==> config.mk <==
export PLATFORM = sky130hd
export DESIGN_NAME = run_length_decode_stage
export DESIGN_NICKNAME = d
export VERILOG_FILES = /design/src/rtl/run_length_decode_stage.sv
export SDC_FILE = /design/constraint.sdc
export NUM_CORES = 1
export LEC_CHECK = 0
export CORE_ASPECT_RATIO = 0.7
export CORE_UTILIZATION = 55
export DETAILED_ROUTE_END_ITERATION = 6
export DONT_BUFFER_PORTS = 1
export PLACE_DENSITY = 0.7
export SYNTH_ARGS = -nofsm -noshare
export SYNTH_HDL_FRONTEND = slang
export SYNTH_SLANG_ARGS = --single-unit
==> constraint.sdc <==
create_clock -name i_clk -period 15.6 [get_ports i_clk]
set_clock_uncertainty 0.2 [all_clocks]
set_input_delay 0.78 -clock i_clk [delete_from_list [all_inputs] [get_ports i_clk]]
set_output_delay 0.78 -clock i_clk [all_outputs]
set_load 0.05 [all_outputs]
==> src/rtl/run_length_decode_stage.sv <==
// run_length_decode_stage: expands literal / zero-run tokens (two per cycle)
// into 64-coefficient blocks, emitted two coefficients per cycle in zig-zag
// order. Tokens are buffered in a small FIFO; a pair is only committed when
// both output slots can be filled.
module run_length_decode_stage #(
   parameter int QUANT_STAGE_WIDTH = 14,
   parameter int RUNL_STAGE_WIDTH  = 16,
   parameter int FIFO_DEPTH        = 8
) (
   input  logic                         i_clk,
   input  logic                         i_resetn,
   input  logic [RUNL_STAGE_WIDTH-1:0]  i_data0,
   input  logic [RUNL_STAGE_WIDTH-1:0]  i_data1,
   input  logic                         wen,
   output logic                         o_ready,
   output logic [QUANT_STAGE_WIDTH-1:0] o_data0,
   output logic [QUANT_STAGE_WIDTH-1:0] o_data1,
   output logic                         rsync,
   output logic                         o_last,
   output logic                         o_err
);
   localparam int PW = $clog2(FIFO_DEPTH);
   localparam int CW = PW + 1;
   localparam int RW = RUNL_STAGE_WIDTH;
   localparam int QW = QUANT_STAGE_WIDTH;

   // Progress of one slot fill: residual run, tokens taken so far, bad-N flag.
   typedef struct packed {
      logic          filled;
      logic [QW-1:0] val;
      logic [6:0]    rem;
      logic [1:0]    pops;
      logic          bad;
   } slot_t;

   logic [RW-1:0] mem_q [FIFO_DEPTH];
   logic [PW-1:0] wr_ptr_q, wr_ptr_d, rd_ptr_q, rd_ptr_d;
   logic [CW-1:0] count_q, count_d;
   logic          keep0, keep1;
   logic [1:0]    push_cnt, pop_cnt;
   logic [RW-1:0] head0, head1;
   slot_t         slot_init, slot_a, slot_b;
   logic          emit;
   logic [5:0]    pos_q, pos_d;
   logic [6:0]    rem_q, rem_d;
   logic [QW-1:0] data0_q, data0_d, data1_q, data1_d;
   logic          rsync_q, rsync_d, last_q, last_d, err_q, err_d;
   logic          unused_tok_bits;

   function automatic logic is_pad(input logic [RW-1:0] tok);
      return !tok[RW-1] && tok[RW-2];
   endfunction

   // Fill one output slot: residual run first, then the next unconsumed token.
   function automatic slot_t fill_slot(input slot_t st, input logic [RW-1:0] tok0,
                                       input logic [RW-1:0] tok1, input logic [CW-1:0] avail);
      slot_t         r;
      logic [RW-1:0] tok;
      logic [6:0]    n;
      r        = st;
      r.filled = 1'b0;
      r.val    = '0;
      tok      = (st.pops == 2'd0) ? tok0 : tok1;
      n        = tok[6:0];
      if (st.rem != 7'd0) begin
         r.rem    = st.rem - 7'd1;
         r.filled = 1'b1;
      end else if (CW'(st.pops) < avail) begin
         r.filled = 1'b1;
         r.pops   = st.pops + 2'd1;
         if (tok[RW-1]) begin
            if (n == 7'd0 || n > 7'd64) begin
               n     = 7'd1;
               r.bad = 1'b1;
            end
            r.rem = n - 7'd1;
         end else begin
            r.val = tok[QW-1:0];
         end
      end
      return r;
   endfunction

   assign o_ready  = (count_q <= CW'(FIFO_DEPTH - 2));
   assign keep0    = wen && o_ready && !is_pad(i_data0);
   assign keep1    = wen && o_ready && !is_pad(i_data1);
   assign push_cnt = {1'b0, keep0} + {1'b0, keep1};
   assign head0    = mem_q[rd_ptr_q];
   assign head1    = mem_q[rd_ptr_q + PW'(1)];
   // Bit below the run flag carries no information for literals or runs.
   assign unused_tok_bits = ^{head0[RW-2:QW], head1[RW-2:QW]};

   // Token storage; pads never reach the FIFO, lane 1 packs behind lane 0.
   always_ff @(posedge i_clk) begin
      if (keep0) mem_q[wr_ptr_q] <= i_data0;
      if (keep1) mem_q[wr_ptr_q + PW'(keep0)] <= i_data1;
   end

   // Slot A then slot B, drawing on rem, then head, then head+1.
   always_comb begin
      slot_init     = '0;
      slot_init.rem = rem_q;
      slot_a        = fill_slot(slot_init, head0, head1, count_q);
      slot_b        = fill_slot(slot_a, head0, head1, count_q);
   end

   assign emit = slot_a.filled && slot_b.filled;

   // Commit a pair only when both slots are filled; clamp runs at block end.
   always_comb begin
      pos_d   = pos_q;
      rem_d   = rem_q;
      pop_cnt = 2'd0;
      data0_d = data0_q;
      data1_d = data1_q;
      rsync_d = 1'b0;
      last_d  = 1'b0;
      err_d   = 1'b0;
      if (emit) begin
         pos_d   = pos_q + 6'd2;
         pop_cnt = slot_b.pops;
         data0_d = slot_a.val;
         data1_d = slot_b.val;
         rsync_d = 1'b1;
         err_d   = slot_b.bad;
         rem_d   = slot_b.rem;
         if (pos_q == 6'd62) begin
            last_d = 1'b1;
            rem_d  = 7'd0;
            if (slot_b.rem != 7'd0) err_d = 1'b1;
         end
      end
   end

   // FIFO bookkeeping: push and pop in the same cycle are both honoured.
   always_comb begin
      wr_ptr_d = wr_ptr_q + PW'(push_cnt);
      rd_ptr_d = rd_ptr_q + PW'(pop_cnt);
      count_d  = count_q + CW'(push_cnt) - CW'(pop_cnt);
   end

   // State and output registers.
   always_ff @(posedge i_clk or negedge i_resetn) begin
      if (!i_resetn) begin
         wr_ptr_q <= '0;
         rd_ptr_q <= '0;
         count_q  <= '0;
         pos_q    <= '0;
         rem_q    <= '0;
         data0_q  <= '0;
         data1_q  <= '0;
         rsync_q  <= 1'b0;
         last_q   <= 1'b0;
         err_q    <= 1'b0;
      end else begin
         wr_ptr_q <= wr_ptr_d;
         rd_ptr_q <= rd_ptr_d;
         count_q  <= count_d;
         pos_q    <= pos_d;
         rem_q    <= rem_d;
         data0_q  <= data0_d;
         data1_q  <= data1_d;
         rsync_q  <= rsync_d;
         last_q   <= last_d;
         err_q    <= err_d;
      end
   end

   assign o_data0 = data0_q;
   assign o_data1 = data1_q;
   assign rsync   = rsync_q;
   assign o_last  = last_q;
   assign o_err   = err_q;
endmodule
Word level (Yosys, flattened, before mapping) --
Memory sizes are Yosys's and may differ from the RTL's. Index checks and enable logic that the tools add are counted.
Operators by class: muxes and demuxes 39, eq/ne operators 1, $add $sub $neg 13, magnitude comparators 5, reduce and logical (&&, ||, !) cells 18
Operator list (number):
- 2-to-1 mux 7 bit | 13
- 2-to-1 mux 14 bit | 4
- 2-to-1 mux 25 bit | 2
- subtractor 7 x 1 -> 7 bit, second input constant | 4
- nonzero test 7 bit | 3
- 2-to-1 mux 1 bit | 16
- 2-to-1 mux 16 bit | 1
- greater-than comparator 7 bit, second input constant | 2
- zero test 7 bit | 2
- adder 3 x 2 -> 3 bit | 2
- adder 6 x 2 -> 6 bit, second input constant | 1
- equality test 6 bit, second input constant | 1
- logical AND 1 bit | 6
- 2-to-1 mux 3 bit | 2
- adder 4 x 2 -> 4 bit | 1
- <= comparator 4 x 3 -> 1 bit, second input constant | 1
- zero test 1 bit | 4
- < comparator 1 x 4 -> 1 bit, first input constant | 1
- < comparator 2 x 4 -> 1 bit | 1
- subtractor 4 x 2 -> 4 bit | 1
- adder 3 x 1 -> 3 bit | 1
- adder 3 x 1 -> 3 bit, second input constant | 1
- adder 1 x 1 -> 2 bit | 1
- adder 2 x 1 -> 2 bit, second input constant | 1
- 3 further kinds | 4
Word-level totals: bits in writable memories 128, word-level logic and storage cells 87, memories kept 1, output and inout bits 32, register bits 54, bits of input ports 35
Memory list:
- mem_q | words 8, width 16, rd ports 2, clocked after memory_dff 0, wr ports 2, line 36 | logic [RW-1:0] mem_q [FIFO_DEPTH];

Depth between registers and ports, before layout --
An unclocked memory read counts as a cell.
word-level depth 27, gate-level depth with buffers 25, gate-level depth less buffers 22

Least setup slack after synthesis --
OpenSTA, ideal clock, no wires.
kind reg-to-reg, from reg rd_ptr_q[1], to reg count_q[3], arrival time 5077 ps, path slack 10243 ps, setup time 79 ps, clock period less this slack 5357 ps, buffers on the path 2, cell stages (with the launch flop) 23, data required time 15321 ps, path through dfrtp_1 -> buf_2 -> buf_2 -> mux4_2 -> mux2i_4 -> nand4_1 -> o21ai_0 -> a21oi_1 -> ha_1 -> a21oi_1 -> o21ai_0 -> ha_1 -> inv_1 -> nor4_4 -> o31ai_4 -> nor4_4 -> and2_4 -> nand2_1 -> fa_1 -> ha_1 -> a21o_1 -> a21oi_1 -> xor2_1
On the way: longest elaborated chain between the ends 16, elaborated cells between the ends (all ways) 18, those cells by class add/sub (2); order compare (1); mux (10); reduce/logical (4); memory (1)
Ends and longest elaborated chain:
- start, declared | line 37 | logic [PW-1:0] wr_ptr_q, wr_ptr_d, rd_ptr_q, rd_ptr_d;
- start signal, assigned | line 157 | rd_ptr_q <= rd_ptr_d;
- memory read (8 x 16 bit) (*)
- greater-than comparator 7 bit / zero test 7 bit (equally long branches) | line 72 | if (n == 7'd0 || n > 7'd64) begin
- logical OR 1 bit | line 72
- 2-to-1 mux 7 bit | line 72
- 2-to-1 mux 7 bit | line 71 | if (tok[RW-1]) begin
- 2-to-1 mux 7 bit | line 68 | end else if (CW'(st.pops) < avail) begin
- 2-to-1 mux 7 bit | line 65 | if (st.rem != 7'd0) begin
- subtractor 7 x 1 -> 7 bit | line 76 | r.rem = n - 7'd1;
- 2-to-1 mux 7 bit (*) | line 71
- 2-to-1 mux 25 bit (*) | line 68
- 2-to-1 mux 7 bit (*) | line 65
- nonzero test 7 bit (*) | line 65
- 2-to-1 mux 1 bit | line 65
- logical AND 1 bit | line 107 | assign emit = slot_a.filled && slot_b.filled;
- 2-to-1 mux 2 bit (*) | line 119 | if (emit) begin
- subtractor 4 x 2 -> 4 bit (*) | line 139 | count_d = count_q + CW'(push_cnt) - CW'(pop_cnt);
- via count_d[3] | line 38 | logic [CW-1:0] count_q, count_d;
- end signal, assigned | line 158 | count_q <= count_d;
- end, declared | line 38
The timed path passes the listed nets; every way through them passes the cells marked *. The select of a mux whose other input is x is not followed. A chain may end at the register's enable or synchronous reset.

Worst setup path after layout --
from reg rd_ptr_q[0], to reg count_q[3]
The elaborated chain is that of the path after synthesis.

==> results.sh <==
export IMPL_drive_above_1_share_pct=31.3
export IMPL_synthFlopType="edfxtp_1"
export IMPL_p_clk_share_pct=18.6
export IMPL_p_int_mw=1.33
export IMPL_synth_seq_cells=173
export IMPL_die_area_sq_mm=0.0198
export IMPL_initial_core_util_pct=57.4
export IMPL_critPathKind="reg -> reg"
export IMPL_yosysTopAreaCellShare_pct=34.1
export IMPL_route_detailed_drc=0
export IMPL_dp_hpwl_mm=19.1
export IMPL_wl_per_cell_microns=26.5
export IMPL_peakVddDrop_mv=0.0996
export IMPL_clkTransAtPathRegs_ns=0.07
export IMPL_period_share_pct=44.0
export IMPL_power_leakage_nw=4.17
export IMPL_outcome="finished clean"
export IMPL_clock_path_buffers=2
export IMPL_die_width_microns=168
export IMPL_power_frac_seq_pct=29.7
export IMPL_cp_end_kind="register"
export IMPL_finalHoldViolations=0
export IMPL_final_util_pct=62.0
export IMPL_setup_slack_ns=8.73
export IMPL_yosys_area_top_type="edfxtp_1"
export IMPL_power_frac_comb_pct=51.7
export IMPL_powerDensity_mw_per_mm2=203
export IMPL_num_vias=7159
export IMPL_grt_use_total_pct=29.6
export IMPL_port_buffers=0
export IMPL_sw_frac_of_total_pct=42.8
export IMPL_gp_congestion=0.911
export IMPL_die_h_microns=118
export IMPL_yosys_cell_count_top_type="edfxtp_1"
export IMPL_relSlewSlack_pct=12.3
export IMPL_total_power_mw=2.32
export IMPL_grt_first_pass_wirelength_mm=43.3
export IMPL_diodes=0
export IMPL_synth_edff_count=120
export IMPL_cts_hold_buf=2
export IMPL_htreeDepth=4
export IMPL_antenna_found_initial=0
export IMPL_synth_common_cells="120 x edfxtp_1, 118 x mux2_2, 88 x nand2_1"
export IMPL_fin_tns_setup_ns=0
export IMPL_ctsResizeCount=0
export IMPL_critPathArrivalTime_ns=7.03
export IMPL_area_growth_pct=8.17
export IMPL_ctsRootBufferMaster="clkbuf_16"
export IMPL_clkSinkCount=173
export IMPL_synth_distinct_cells=78
export IMPL_highest_layer="met4"
export IMPL_min_period_ns=6.87
export IMPL_coreArea_sq_mm=0.0184
export IMPL_final_max_slew_viol_count=0
export IMPL_synth_area_leaders="edfxtp_1 34%, mux2_2 13%, dfrtp_1 13%"
export IMPL_worst_endpoint_required_ns=15.76
export IMPL_worst_pin_slew_ns=1.31
export IMPL_yosysWarnings=0
export IMPL_hold_class="reg -> reg"
export IMPL_grt_max_degree=54
export IMPL_switchingPower_mw=0.991
export IMPL_syn_instance_count=810
export IMPL_dr_pass1_iters=5
export IMPL_synth_async_sr_flop_share_pct=30.6
export IMPL_syn_num_nets=869
export IMPL_grt_setup_unrepaired="false"
export IMPL_cts_setup_buffers=0
export IMPL_insertion_delay_ns=0.43
export IMPL_cts_tree="yes"
export IMPL_cts_inserted_buffers=17
export IMPL_avgSynthCellArea_sq_um=13.0
export IMPL_whs_ns=0.287
export IMPL_startpoint_type="register"
export IMPL_grt_pass1_vias=7358
export IMPL_seq_area_frac_synth_pct=46.7
export IMPL_fmaxAchievable_ghz=0.146
export IMPL_ant_nets=0
export IMPL_nets=865
export IMPL_rows=41
export IMPL_overflow=0
export IMPL_drv_cap=0
export IMPL_drt_iter0_drc=746
export IMPL_cp_max_fo=41
export IMPL_ioPinCount=67
export IMPL_pre_cts_slack_ns=8.79
export IMPL_viasPerCell=6.79
export IMPL_nFillCells=1394
export IMPL_wl_met1_mm=11.7
export IMPL_wl_mm=28.0
export IMPL_setup_viol=0
export IMPL_dr_wl_met2_mm=13.3
export IMPL_dr_wl_met3_mm=2.29
export IMPL_syn_area_sq_mm=0.0106
## path summary, 6_finish.rpt
path | from | to | slack [ns] | depth (start not counted)
worst min register to register | pos_q[4]$_DFFE_PN0P_ | pos_q[4]$_DFFE_PN0P_ | 0.29 | 1
max in group asynchronous | i_resetn | rd_ptr_q[0]$_DFF_PN0_ | 14.27 | 2
worst max register to register | rd_ptr_q[0]$_DFF_PN0_ | count_q[3]$_DFF_PN0_ | 8.73 | 21
min in group asynchronous | i_resetn | pos_q[1]$_DFFE_PN0P_ | 0.66 | 2
worst max-delay path | rd_ptr_q[0]$_DFF_PN0_ | count_q[3]$_DFF_PN0_ | 8.73 | 21
worst min-delay path | pos_q[4]$_DFFE_PN0P_ | pos_q[4]$_DFFE_PN0P_ | 0.29 | 1
## placed cells by master (no fill, tap or decap), types with 5 or more instances in the layout
master and n:
nor3b_1 7, a21oi_1 20, o21ai_1 5, mux4_2 52, inv_1 23, mux2_2 118
buf_4 17, edfxtp_1 120, or3_1 5, nand4_1 6, mux2i_1 28, clkbuf_16 19
o21ai_0 23, ha_1 20, nor2_1 28, dfrtp_1 52, nor3_1 6, inv_6 6
and2_1 6, nand3_1 17, and3_1 8, o31ai_1 16, nand2_1 88, a21o_1 9
a31oi_1 6, nand2b_1 5, nor2b_1 5, xnor2_1 11
## metrics by stage
step,instances,area (sq um)
detailed placement,1021,10800
finish,1055,11400
CTS,1055,11400
floorplan,810,10600
global placement,1021,10800
global route,1055,11400
## metal layers
metal,global-route usage [%],vias up
li1,-,3142
met4,10.6,0
met2,47.0,351
met5,0,-
met1,39.9,3611
met3,6.83,55
## worst max-delay path, stage by stage, from the launching register on
cell and delay [ns]:
dfrtp_2 0.73, buf_4 0.62, mux4_2 0.60, mux2i_2 0.44, nand4_1 0.28, o21ai_0 0.30, a21oi_1 0.13, ha_1 0.29
a21oi_1 0.06, o21ai_0 0.28, ha_1 0.22, inv_1 0.08, nor4_4 0.32, o31ai_4 0.17, nor4_4 0.39, and2_4 0.26
nand2_1 0.11, fa_1 0.50, ha_1 0.31, a21o_1 0.16, a21oi_1 0.17, xor2_1 0.15
## registers in the layout, summed over array words and instances (netlist names), 3 cells and up
signal	flops
o_data1	14
mem_q	120
wr_ptr_q	3
pos_q	5
count_q	4
rem_q	7
o_data0	14
rd_ptr_q	3
## power by group through the flow
stage | clock network, mW | logic [mW] | registers [mW]
after CTS | 0.433 | 1.19 | 0.688
after global placement | 0 | 1.16 | 0.690
final | 0.430 | 1.20 | 0.688
after detailed placement | 0 | 1.18 | 0.697
after global routing | 0.452 | 1.29 | 0.699
after floorplan | 0 | 0.922 | 0.663
## cell type report
type                            count  area (sq um)  share of cell area (%)
Clock buffer                       20           480                    4.20
Clock inverter                     12           114                   0.996
Inverter                           24          90.1                   0.788
Multi-Input combinational cell    571          5350                    46.8
Sequential cell                   173          4930                    43.2
Tap cell                          236           295                    2.58
Timing Repair Buffer               19           165                    1.45
## cells by family after synthesis
logic type / after synthesis / synth area share (%)
buf+inv: 66 / 2.93
flops: 173 / 46.7
compound gates: 120 / 8.23
mux: 205 / 27.6
simple gates: 206 / 9.96
xor+xnor: 16 / 1.50
fa+ha+maj: 24 / 3.13
Power figures use the tool's default switching activity.
